==> src/rtl/cr_ahb2apb_pkg.sv <==
`default_nettype none
// ============================================================================
//  Module      : cr_ahb2apb_pkg
//  Description : Shared types and constants for the AHB-Lite to APB3 bridge.
//                - state_e   : bridge FSM state encoding
//                - HTRANS_*  : AHB transfer type codes
//                - HRESP_*   : AHB response codes
//                - size_ok() : true when an AHB HSIZE fits in the data bus
//  Revision    : 1.0 - initial release
// ============================================================================
package cr_ahb2apb_pkg;

  typedef enum logic [2:0] {
    ST_IDLE   = 3'd0,
    ST_SETUP  = 3'd1,
    ST_ACCESS = 3'd2,
    ST_DONE   = 3'd3,
    ST_ERR1   = 3'd4,
    ST_ERR2   = 3'd5
  } state_e;

  localparam logic [1:0] HTRANS_IDLE   = 2'b00;
  localparam logic [1:0] HTRANS_BUSY   = 2'b01;
  localparam logic [1:0] HTRANS_NONSEQ = 2'b10;
  localparam logic [1:0] HTRANS_SEQ    = 2'b11;

  localparam logic HRESP_OKAY  = 1'b0;
  localparam logic HRESP_ERROR = 1'b1;

  // HSIZE encodes log2(bytes); anything wider than the data bus is rejected.
  function automatic logic size_ok(input logic [2:0] hsize, input int unsigned data_w);
    int unsigned max_size;
    max_size = $clog2(data_w / 8);
    return ({29'd0, hsize} <= max_size);
  endfunction

endpackage
`default_nettype wire

==> src/rtl/cr_apb_timeout_cnt.sv <==
`default_nettype none
// ============================================================================
//  Module      : cr_apb_timeout_cnt
//  Description : Counts APB ACCESS cycles and flags the last permitted one.
//                Clear has priority over enable. With TIMEOUT = 0 the counter
//                is removed and o_expired is tied low.
//  Ports       : clk, rst   - clock, asynchronous active-high reset
//                i_clr      - reset count to zero
//                i_en       - count this cycle
//                o_expired  - i_en and count == TIMEOUT-1
//  Revision    : 1.0 - initial release
// ============================================================================
module cr_apb_timeout_cnt #(
  parameter int unsigned TIMEOUT = 256
) (
  input  logic clk,
  input  logic rst,
  input  logic i_clr,
  input  logic i_en,
  output logic o_expired
);

  generate
    if (TIMEOUT > 0) begin : g_on
      localparam int unsigned CW = $clog2(TIMEOUT + 1);
      localparam logic [CW-1:0] C_LAST = CW'(TIMEOUT - 1);

      logic [CW-1:0] r_count;

      always_ff @(posedge clk or posedge rst) begin
        if (rst) begin
          r_count <= '0;
        end else if (i_clr) begin
          r_count <= '0;
        end else if (i_en) begin
          r_count <= r_count + 1'b1;
        end
      end

      assign o_expired = i_en && (r_count == C_LAST);
    end else begin : g_off
      logic w_unused;
      assign w_unused  = &{1'b0, clk, rst, i_clr, i_en};
      assign o_expired = 1'b0;
    end
  endgenerate

endmodule
`default_nettype wire

==> src/rtl/cr_ahb2apb_bridge.sv <==
`default_nettype none
// ============================================================================
//  Module      : cr_ahb2apb_bridge
//  Description : AHB-Lite slave to APB3 master bridge. Each NONSEQ/SEQ
//                transfer becomes one APB SETUP+ACCESS transaction, with AHB
//                wait states until it completes. PSLVERR, oversize HSIZE and
//                APB timeout produce a two-cycle AHB ERROR response.
//  Ports       : clk, rst                       - clock, async active-high reset
//                hsel, haddr, htrans, hwrite,
//                hsize, hwdata, hready          - AHB-Lite slave inputs
//                hreadyout, hresp, hrdata       - AHB-Lite slave outputs
//                paddr, psel, penable, pwrite,
//                pwdata                         - APB3 master outputs
//                prdata, pready, pslverr        - APB3 master inputs
//  Revision    : 1.0 - initial release
// ============================================================================
module cr_ahb2apb_bridge
  import cr_ahb2apb_pkg::*;
#(
  parameter int unsigned ADDR_W  = 32,
  parameter int unsigned DATA_W  = 32,
  parameter int unsigned TIMEOUT = 256
) (
  input  logic              clk,
  input  logic              rst,
  input  logic              hsel,
  input  logic [ADDR_W-1:0] haddr,
  input  logic [1:0]        htrans,
  input  logic              hwrite,
  input  logic [2:0]        hsize,
  input  logic [DATA_W-1:0] hwdata,
  input  logic              hready,
  output logic              hreadyout,
  output logic              hresp,
  output logic [DATA_W-1:0] hrdata,
  output logic [ADDR_W-1:0] paddr,
  output logic              psel,
  output logic              penable,
  output logic              pwrite,
  output logic [DATA_W-1:0] pwdata,
  input  logic [DATA_W-1:0] prdata,
  input  logic              pready,
  input  logic              pslverr
);

  state_e            r_state;
  logic              r_hreadyout;
  logic              r_hresp;
  logic [DATA_W-1:0] r_hrdata;
  logic [ADDR_W-1:0] r_paddr;
  logic              r_psel;
  logic              r_penable;
  logic              r_pwrite;
  logic [DATA_W-1:0] r_pwdata;

  logic w_active_trans;
  logic w_accept;
  logic w_in_access;
  logic w_expired;

  assign w_active_trans = !((htrans == HTRANS_IDLE) || (htrans == HTRANS_BUSY)) &&
                          ((htrans == HTRANS_NONSEQ) || (htrans == HTRANS_SEQ));
  assign w_accept       = hsel && hready && w_active_trans;
  assign w_in_access    = (r_state == ST_ACCESS);

  cr_apb_timeout_cnt #(
    .TIMEOUT (TIMEOUT)
  ) u_timeout (
    .clk       (clk),
    .rst       (rst),
    .i_clr     (!w_in_access),
    .i_en      (w_in_access),
    .o_expired (w_expired)
  );

  always_ff @(posedge clk or posedge rst) begin
    if (rst) begin
      r_state     <= ST_IDLE;
      r_hreadyout <= 1'b1;
      r_hresp     <= HRESP_OKAY;
      r_hrdata    <= '0;
      r_paddr     <= '0;
      r_psel      <= 1'b0;
      r_penable   <= 1'b0;
      r_pwrite    <= 1'b0;
      r_pwdata    <= '0;
    end else begin
      case (r_state)
        // Idle-like states: the AHB data phase (if any) finishes this cycle,
        // so a new address phase may be accepted here.
        ST_IDLE, ST_DONE, ST_ERR2: begin
          if (w_accept) begin
            r_hreadyout <= 1'b0;
            if (!size_ok(hsize, DATA_W)) begin
              // Oversize transfer: answer with ERROR, never touch APB.
              r_state <= ST_ERR1;
              r_hresp <= HRESP_ERROR;
            end else begin
              r_state   <= ST_SETUP;
              r_hresp   <= HRESP_OKAY;
              r_paddr   <= haddr;
              r_pwrite  <= hwrite;
              r_psel    <= 1'b1;
              r_penable <= 1'b0;
            end
          end else begin
            r_state     <= ST_IDLE;
            r_hreadyout <= 1'b1;
            r_hresp     <= HRESP_OKAY;
          end
        end

        ST_SETUP: begin
          // hwdata is valid in this AHB data-phase cycle; hold it for ACCESS.
          r_pwdata  <= hwdata;
          r_penable <= 1'b1;
          r_state   <= ST_ACCESS;
        end

        ST_ACCESS: begin
          if (pready) begin
            r_psel    <= 1'b0;
            r_penable <= 1'b0;
            if (pslverr) begin
              r_state <= ST_ERR1;
              r_hresp <= HRESP_ERROR;
            end else begin
              r_state     <= ST_DONE;
              r_hreadyout <= 1'b1;
              if (!r_pwrite) begin
                r_hrdata <= prdata;
              end
            end
          end else if (w_expired) begin
            r_psel    <= 1'b0;
            r_penable <= 1'b0;
            r_state   <= ST_ERR1;
            r_hresp   <= HRESP_ERROR;
          end
        end

        // Second half of the AHB two-cycle error response.
        ST_ERR1: begin
          r_state     <= ST_ERR2;
          r_hreadyout <= 1'b1;
          r_hresp     <= HRESP_ERROR;
        end

        default: begin
          r_state     <= ST_IDLE;
          r_hreadyout <= 1'b1;
          r_hresp     <= HRESP_OKAY;
          r_psel      <= 1'b0;
          r_penable   <= 1'b0;
        end
      endcase
    end
  end

  assign hreadyout = r_hreadyout;
  assign hresp     = r_hresp;
  assign hrdata    = r_hrdata;
  assign paddr     = r_paddr;
  assign psel      = r_psel;
  assign penable   = r_penable;
  assign pwrite    = r_pwrite;
  // During SETUP the write data is passed straight through from the AHB bus.
  assign pwdata    = (r_state == ST_SETUP) ? hwdata : r_pwdata;

endmodule
`default_nettype wire

==> config.mk <==
export PLATFORM = sky130hd
export DESIGN_NAME = cr_ahb2apb_bridge
export DESIGN_NICKNAME = d
export VERILOG_FILES = /design/src/rtl/cr_ahb2apb_pkg.sv /design/src/rtl/cr_apb_timeout_cnt.sv /design/src/rtl/cr_ahb2apb_bridge.sv
export SDC_FILE = /design/constraint.sdc
export NUM_CORES = 1
export LEC_CHECK = 0
export ABC_AREA = 1
export CAP_MARGIN = 10
export CORE_ASPECT_RATIO = 0.6
export CORE_MARGIN = 8
export CORE_UTILIZATION = 45
export CTS_BUF_LIST = sky130_fd_sc_hd__clkbuf_16
export DETAILED_ROUTE_END_ITERATION = 12
export GPL_TIMING_DRIVEN = 0
export PLACE_DENSITY = 0.86
export SYNTH_ARGS = -nofsm -noshare
export SYNTH_HDL_FRONTEND = slang
export SYNTH_SLANG_ARGS = --single-unit
==> constraint.sdc <==
create_clock -name clk -period 8.6 [get_ports clk]
set_input_delay 0.86 -clock clk [delete_from_list [all_inputs] [get_ports clk]]
set_output_delay 0.86 -clock clk [all_outputs]
set_load 0.005 [all_outputs]
Yosys cells after proc, flatten, opt, wreduce, memory -nomap -nowiden:

Cells that the tools add are included.

* register bits: 113
* input bits: 108
* output and inout port bits: 101
* word-level logic and storage cells: 75

* $add $sub $neg: 1
* magnitude comparators: 1
* equality and inequality tests: 15
* muxes and demuxes: 26
* bitwise logic cells: 5
* reduce and logical (&&, ||, !) cells: 17

Operators with widths (number)
* 32-bit two-way mux: 1
* 3-bit two-way mux: 5
* 1-bit two-way mux: 14
* 3-bit one-hot mux with 4 select lines: 1
* 4-bit AND reduction: 3
* 9-bit by 1-bit adder with 9-bit output (second input constant): 1
* 9-bit by 8-bit equality test with 1-bit output (second input constant): 1
* 9-bit two-way mux: 1
* 3-bit AND reduction: 3
* 2-bit != test (second input constant): 4
* 1-bit one-hot mux with 4 select lines: 2
* 3-bit by 2-bit equality test with 1-bit output (second input constant): 2
* 3-bit equality test (second input constant): 2
* 3-bit != test (second input constant): 2
* 1-bit one-hot mux with 3 select lines: 2
* 1-bit inverter: 5
* 2-bit equality test (second input constant): 2
* 1-bit logical AND: 4
* 3-bit by 1-bit equality test with 1-bit output (second input constant): 1
* 3-bit by 2-bit <= comparator with 1-bit output (second input constant): 1
* 3-bit zero test: 1
* 3-bit OR reduction: 1
* 2-bit by 1-bit equality test with 1-bit output (second input constant): 1
* 2-bit zero test: 1
* other kinds (3): 4

Depth between registers and ports, before layout:

Gate-level depths: netlist of run 1.

* depth in word-level cells: 7
* mapped depth: 15
* mapped depth without buffers: 15

Cells and area by module:

Synthesis of run 1 repeated with hierarchy kept, for this count alone.

* cells, all modules: 545
* area total of the unflattened synthesis: 4714.5 µm²

By module, submodules not included
* cr_ahb2apb_bridge: instances 1, cells an instance 475, area an instance 4200.3 µm², sequential area each 2603.7 µm²
* cr_apb_timeout_cnt: instances 1, cells an instance 70, area an instance 514.2 µm², sequential area each 225.2 µm²

Worst setup path before layout of run 1:

Ideal clock, no wire load.

* path kind: register to output
* start: reg r_state[2]
* end: out pwdata[10]
* arrival: 1066 ps
* data required time: 7740 ps
* setup slack: 6674 ps
* stages on the path, launching flop included: 7
* path buffers: 1
* path through: dfrtp_1 > inv_2 > nand3_2 > inv_1 > buf_2 > nand2_1 > nand2_1

* longest elaborated chain between the ends: 2

Ends and longest elaborated chain
* start: declaration: RTL line cr_ahb2apb_bridge.sv:46 `state_e r_state;`
* start signal: assignment: RTL line cr_ahb2apb_bridge.sv:78 `r_state <= ST_IDLE;`
* start signal: assignment: RTL line cr_ahb2apb_bridge.sv:96 `r_state <= ST_ERR1;`
* start signal: assignment: RTL line cr_ahb2apb_bridge.sv:99 `r_state <= ST_SETUP;`
* 3-bit by 1-bit equality test with 1-bit output: RTL line cr_ahb2apb_bridge.sv:168 `assign pwdata = (r_state == ST_SETUP) ? hwdata : r_pwdata;`
* 32-bit two-way mux
* end: declaration: RTL line cr_ahb2apb_bridge.sv:40 `output logic [DATA_W-1:0] pwdata,`

No other way between the ends.

Final worst setup path of run 1:

* start: reg r_state[1]
* end: out pwdata[21]

The elaborated chain is that of the path after synthesis.

==> flow_summary.yaml, run 1 <==
run_status:
  status: "complete, no violations"
floorplanning:
  ios: 209
  core_um2: 9915
  std_cell_rows: 28
  dieArea_um2: 13880
  die_x_um: 146.9
  start_util: 0.4664
  die_h_um: 94.53
power:
  p_leak_nw: 3.647
  peakVddDrop_mv: 0.2669
  pwr-share-comb: 0.424
  p_sw_frac: 0.3285
  power_density_nw_per_um2: 366.5
  switching_power_mw: 0.8996
  power.internal_mw: 1.839
  seqPwrFrac: 0.326
  report.power.total_mw: 2.739
  clkPwrFrac: 0.250
setup_path:
  cp-end-kind: "primary output"
  start_kind: "register"
  critPathRequiredTime_ns: 7.74
  critical_path_class: "register to primary output"
  worst-path-max-fanout: 10
  arrival_ns: 2.37
route:
  drc: 0
  met2WireLength_mm: 7.532
  route.met3.wl_mm: 1.599
  vias: 4392
  routed_via_density: 4.907
  finalWirelength_mm: 15.06
  ant_nets: 0
  routedWlPerCell_um: 16.82
  drtIter0Drc: 230
  drt_first_pass_iters: 4
  top_layer: "met4"
  wl_met1_mm: 5.609
clock_tree:
  cts-root-buf: "clkbuf_16"
  htree_levels: 4
  clock_latency_ns: 0.40
  cts_setup_buffers: 0
  clock-sinks: 113
  cts_tree: "built"
  clk_pin_slew_worst_paths_ns: 0.05
  post_cts_resized: 0
  clock_path_buffers: 2
  numCtsBuffers: 17
  cts_hold_buf: 0
sta:
  worst_slack_ns: 5.366
  clock.fmax_mhz: 309.2
  max_slew_margin: 0.6222
  tns_ns: 0
  drv_slew: 0
  post-route-period-util: 0.3761
  worst_pin_slew_ns: 0.5667
  finalSetupViolCount: 0
  timing_hold_violations_final: 0
  period_needed_ns: 3.234
  clock_skew_ns: 0.008536
  rsz0062_at_grt: "false"
cells_and_area:
  diodes: 0
  area_delta_synth_final_pct: 61.58
  mostFrequentLayoutCells: "nand2_1, clkdlybuf4s50_1, dfrtp_1"
  fin_cells: 895
  finish.utilization: 0.7537
  layout_commonest_cell: "nand2_1"
  nNetsFinal: 857
  drive_gt1_frac: 0.07632
  fill_cells: 679
placement:
  dp_hpwl_mm: 11.40
  port_buffers: 207
  gp_congestion: 0.8215
  place_inst: 863
  post-place-ws_ns: 5.700
yosys:
  ys_warn_count: 0
  synth_seq_area_share: 0.6117
  synthCells: 520
  synth_fp_nets: 630
  synth.avg_cell_area_um2: 8.893
  ys_seq_elements: 113
  syn_area_um2: 4624
  netlist-cell-type-count: 23
grt:
  grt_usage: 0.2181
  grt_max_degree: 71
  antenna_found_initial: 0
  gr-total-overflow: 0
  grt_pass1_vias: 4616
  grt_pass1_wl_mm: 23.78
run:
  drv_cap: 0
worst_hold_path:
  worstHoldPathType: "register to register"
-- worst paths after layout --
kind	depth (start not counted)	startpoint	slack, ns	end
max	7	r_state[1]	5.37	pwdata[21]
min	1	u_timeout.g_on.r_count[0]	0.46	u_timeout.g_on.r_count[0]
max reg2reg	15	u_timeout.g_on.r_count[0]	6.69	hresp
min reg2reg	1	u_timeout.g_on.r_count[0]	0.46	u_timeout.g_on.r_count[0]
max in group asynchronous	3	rst	6.97	hreadyout
min in group asynchronous	2	rst	0.87	paddr[21]
-- worst max-delay path, cell delays in order, from the launching register on --
cell	delay, ns
dfrtp_1	0.43
inv_1	0.12
nand3_2	0.20
inv_1	0.24
buf_2	0.26
nand2_1	0.07
nand2_1	0.10
clkdlybuf4s50_1	0.56
-- synthesized netlist by cell type --
| library cell | count | area [µm²] |
|---|---|---|
| a21oi_1 | 5 | 25.02 |
| buf_2 | 10 | 50.05 |
| buf_6 | 6 | 67.56 |
| clkbuf_1 | 6 | 22.52 |
| clkbuf_2 | 2 | 10.01 |
| clkinv_1 | 1 | 3.750 |
| dfrtp_1 | 112 | 2803 |
| dfstp_2 | 1 | 26.28 |
| ha_1 | 2 | 25.02 |
| inv_1 | 17 | 63.81 |
| inv_2 | 2 | 7.510 |
| inv_4 | 1 | 6.260 |
| nand2_1 | 249 | 934.7 |
| nand2_4 | 1 | 11.26 |
| nand2_8 | 1 | 20.02 |
| nand3_1 | 42 | 210.2 |
| nand3_2 | 2 | 20.02 |
| nand3_4 | 1 | 17.52 |
| nor2_1 | 20 | 75.07 |
| nor2_8 | 2 | 40.04 |
| nor3_1 | 2 | 10.01 |
| o21ai_0 | 23 | 115.1 |
| o21ai_1 | 12 | 60.06 |
-- through the flow --
stage | hold slack [ns] | instance area [µm²]
after detailed placement | 0.4600 | 6895
after floorplan | 0.4329 | 4624
after global placement | 0.4469 | 6865
after CTS | 0.4682 | 7472
final | 0.4603 | 7472
after global routing | 0.4887 | 7472
-- registers in the layout, summed over array words and instances, names as in the netlist --
| signal | cells |
|---|---|
| hreadyout | 1 |
| psel | 1 |
| penable | 1 |
| hrdata | 32 |
| r_pwdata | 32 |
| u_timeout.g_on.r_count | 9 |
| paddr | 32 |
| pwrite | 1 |
| r_state | 3 |
| hresp | 1 |
-- power by group through the flow --
stage	registers (mW)	clock network, mW	logic [mW]
2_1_floorplan	0.893	0	0.418
3_3_place_gp	0.880	0	1.12
3_5_place_dp	0.896	0	1.16
4_1_cts	0.893	0.692	1.18
5_1_grt	0.917	0.719	1.27
6_report	0.893	0.684	1.16
-- layout make-up --
| class | instances | area (µm²) | area share |
|---|---|---|---|
| well taps | 135 | 168.9 | 0.02261 |
| flip-flops and latches | 113 | 2829 | 0.3786 |
| clock inverters | 15 | 151.4 | 0.02026 |
| multi-input cells | 362 | 1564 | 0.2093 |
| inverters | 21 | 83.83 | 0.01122 |
| clock buffers | 17 | 425.4 | 0.05693 |
| plain buffers | 24 | 150.1 | 0.02009 |
| repair buffers | 208 | 2100 | 0.2810 |
-- routing by layer --
metal  global-route usage  vias to the layer above
li1                     -                     2092
met1               0.2264                     2088
met2               0.3794                      186
met3               0.1103                       26
met4              0.08184                        0
met5                    0                        -
-- kinds of logic (layout without fill, tap and decap cells) --
family / after synthesis / after routing / synth area share
buffers and inverters: 45 / 285 / 0.05005
AOI/OAI and AO/OA: 40 / 40 / 0.04329
adders and majority gates: 2 / 2 / 0.005410
DFF: 113 / 113 / 0.6117
and+or+nand+nor: 320 / 320 / 0.2895
No activity file was read; power rests on OpenSTA's default activity.
==> run 2, diff against run 1 <==
- CORE_UTILIZATION: 45 -> 38
- PLACE_DENSITY: 0.86 -> 0.77
- clock period: 8.6 -> 2.7 ns (I/O delays scaled with it)
==> flow_summary.yaml, run 2 (synthesis gave the netlist of run 1 again) <==
cells_and_area:
  final_area_um2: 7522
  area_delta_synth_final_pct: 62.66
  mostFrequentLayoutCells: "nand2_1, clkdlybuf4s50_1, dfrtp_1"
  layout_commonest_cell: "nand2_1"
  nNetsFinal: 859
  fin_cells: 927
  diodes: 0
  fill_cells: 1020
  drive_gt1_frac: 0.08268
floorplanning:
  core_um2: 11950
  dieArea_um2: 16070
  die_h_um: 101.5
  std_cell_rows: 31
  start_util: 0.3871
  ios: 209
  die_x_um: 158.4
sta:
  finalSetupViolCount: 0
  worst_pin_slew_ns: 0.5014
  post-route-period-util: 0.9232
  clock_skew_ns: 0.01054
  clock.fmax_mhz: 401.2
  rsz0062_at_grt: "false"
  tns_ns: 0
  drv_slew: 0
  timing_hold_violations_final: 0
  hold_slack_ns: 0.1953
  period_needed_ns: 2.493
  max_slew_margin: 0.6657
clock_tree:
  clock_path_buffers: 2
  clock_latency_ns: 0.40
  cts-root-buf: "clkbuf_16"
  cts_setup_buffers: 0
  cts_hold_buf: 0
  clock-sinks: 113
  htree_levels: 4
  numCtsBuffers: 17
  post_cts_resized: 0
  cts_tree: "built"
  clk_pin_slew_worst_paths_ns: 0.05
grt:
  antenna_found_initial: 0
  grt_pass1_vias: 4579
  gr-total-overflow: 0
  grt_usage: 0.1799
  grt_max_degree: 38
  grt_pass1_wl_mm: 22.71
worst_hold_path:
  worstHoldPathType: "input port to async pin"
power:
  p_leak_nw: 3.626
  peakVddDrop_mv: 0.6390
  power_density_nw_per_um2: 1131
route:
  drc: 0
  routedWlPerCell_um: 15.41
  routed_via_density: 4.605
  finalWirelength_mm: 14.28
  ant_nets: 0
  drtIter0Drc: 142
  drt_first_pass_iters: 4
  vias: 4269
run_status:
  status: "complete, no violations"
placement:
  port_buffers: 207
  placed_cell_area_um2: 6967
  dp_hpwl_mm: 10.99
  place_inst: 895
  gp_congestion: 0.7731
setup_path:
  cp-end-kind: "primary output"
  critPathRequiredTime_ns: 2.43
  worst-path-max-fanout: 10
  arrival_ns: 2.22
  start_kind: "register"
  critical_path_class: "register to primary output"
run:
  drv_cap: 0
[run 2: cell count changes in the layout (fill, tap and decap cells not counted), moves of 2 or more]
cell / previous run / this run
buf_12: 0 / 3
bufinv_16: 3 / 1
clkinv_2: 4 / 2
clkinv_4: 0 / 3
clkinvlp_4: 3 / 7
inv_1: 18 / 16
[run 2: through the flow]
step	power, mW	setup slack [ns]	utilization
global route	9.109	0.04358	0.6297
floorplan	4.176	1.059	-
detailed placement	6.524	0.5101	0.5832
global placement	6.396	-0.005391	0.5781
finish	8.504	0.2073	0.6297
CTS	8.628	0.05958	0.6290
[run 2: final timing paths]
kind                                            from                         to  slack, ns  cells past startpoint
max reg2reg                u_timeout.g_on.r_count[0]                      hresp       0.78                     15
min reg2reg                u_timeout.g_on.r_count[0]  u_timeout.g_on.r_count[0]       0.46                      1
min in group clk                          prdata[15]                 hrdata[15]       0.41                      3
min                                              rst                r_pwdata[2]       0.20                      2
max in group asynchronous                        rst                   paddr[5]       1.52                      5
max                                       r_state[0]                 pwdata[29]       0.21                      5
[run 2: layout make-up]
class,instances,area [µm²],share of cell area
Tap cell,165,206.4,0.02745
Sequential cell,113,2829,0.3761
Buffer,24,150.1,0.01996
Multi-Input combinational cell,362,1572,0.2089
Clock inverter,15,122.6,0.01630
Timing Repair Buffer,210,2132,0.2834
Inverter,21,85.08,0.01131
Clock buffer,17,425.4,0.05655
[run 2: power breakdown]
group	switching, mW	total, mW	leakage [nW]	internal (mW)
Clock	0.782	2.03	0.253	1.25
Combinational	1.65	3.63	1.93	1.98
Sequential	0.383	2.84	1.44	2.46
[run 2: critical path, stage by stage, from the launching register on]
cell             delay, ns
dfrtp_1               0.45
nand3_4               0.18
clkbuf_1              0.42
nand2_1               0.13
nand2_1               0.12
clkdlybuf4s50_1       0.51
[run 2: metal layers]
metal | up-vias | GRT usage | part of all wire
met5 | - | 0 | 0
met3 | 16 | 0.07456 | 0.084
li1 | 2098 | - | -
met4 | 0 | 0.05191 | 0.012
met1 | 2026 | 0.2130 | 0.42
met2 | 129 | 0.2967 | 0.48
==> run 3, diff against run 2 <==
- GPL_ROUTABILITY_DRIVEN: not set -> 0
==> results of run 3 <==
No change in the layout: final DEF, timing and power equal those of run 2.
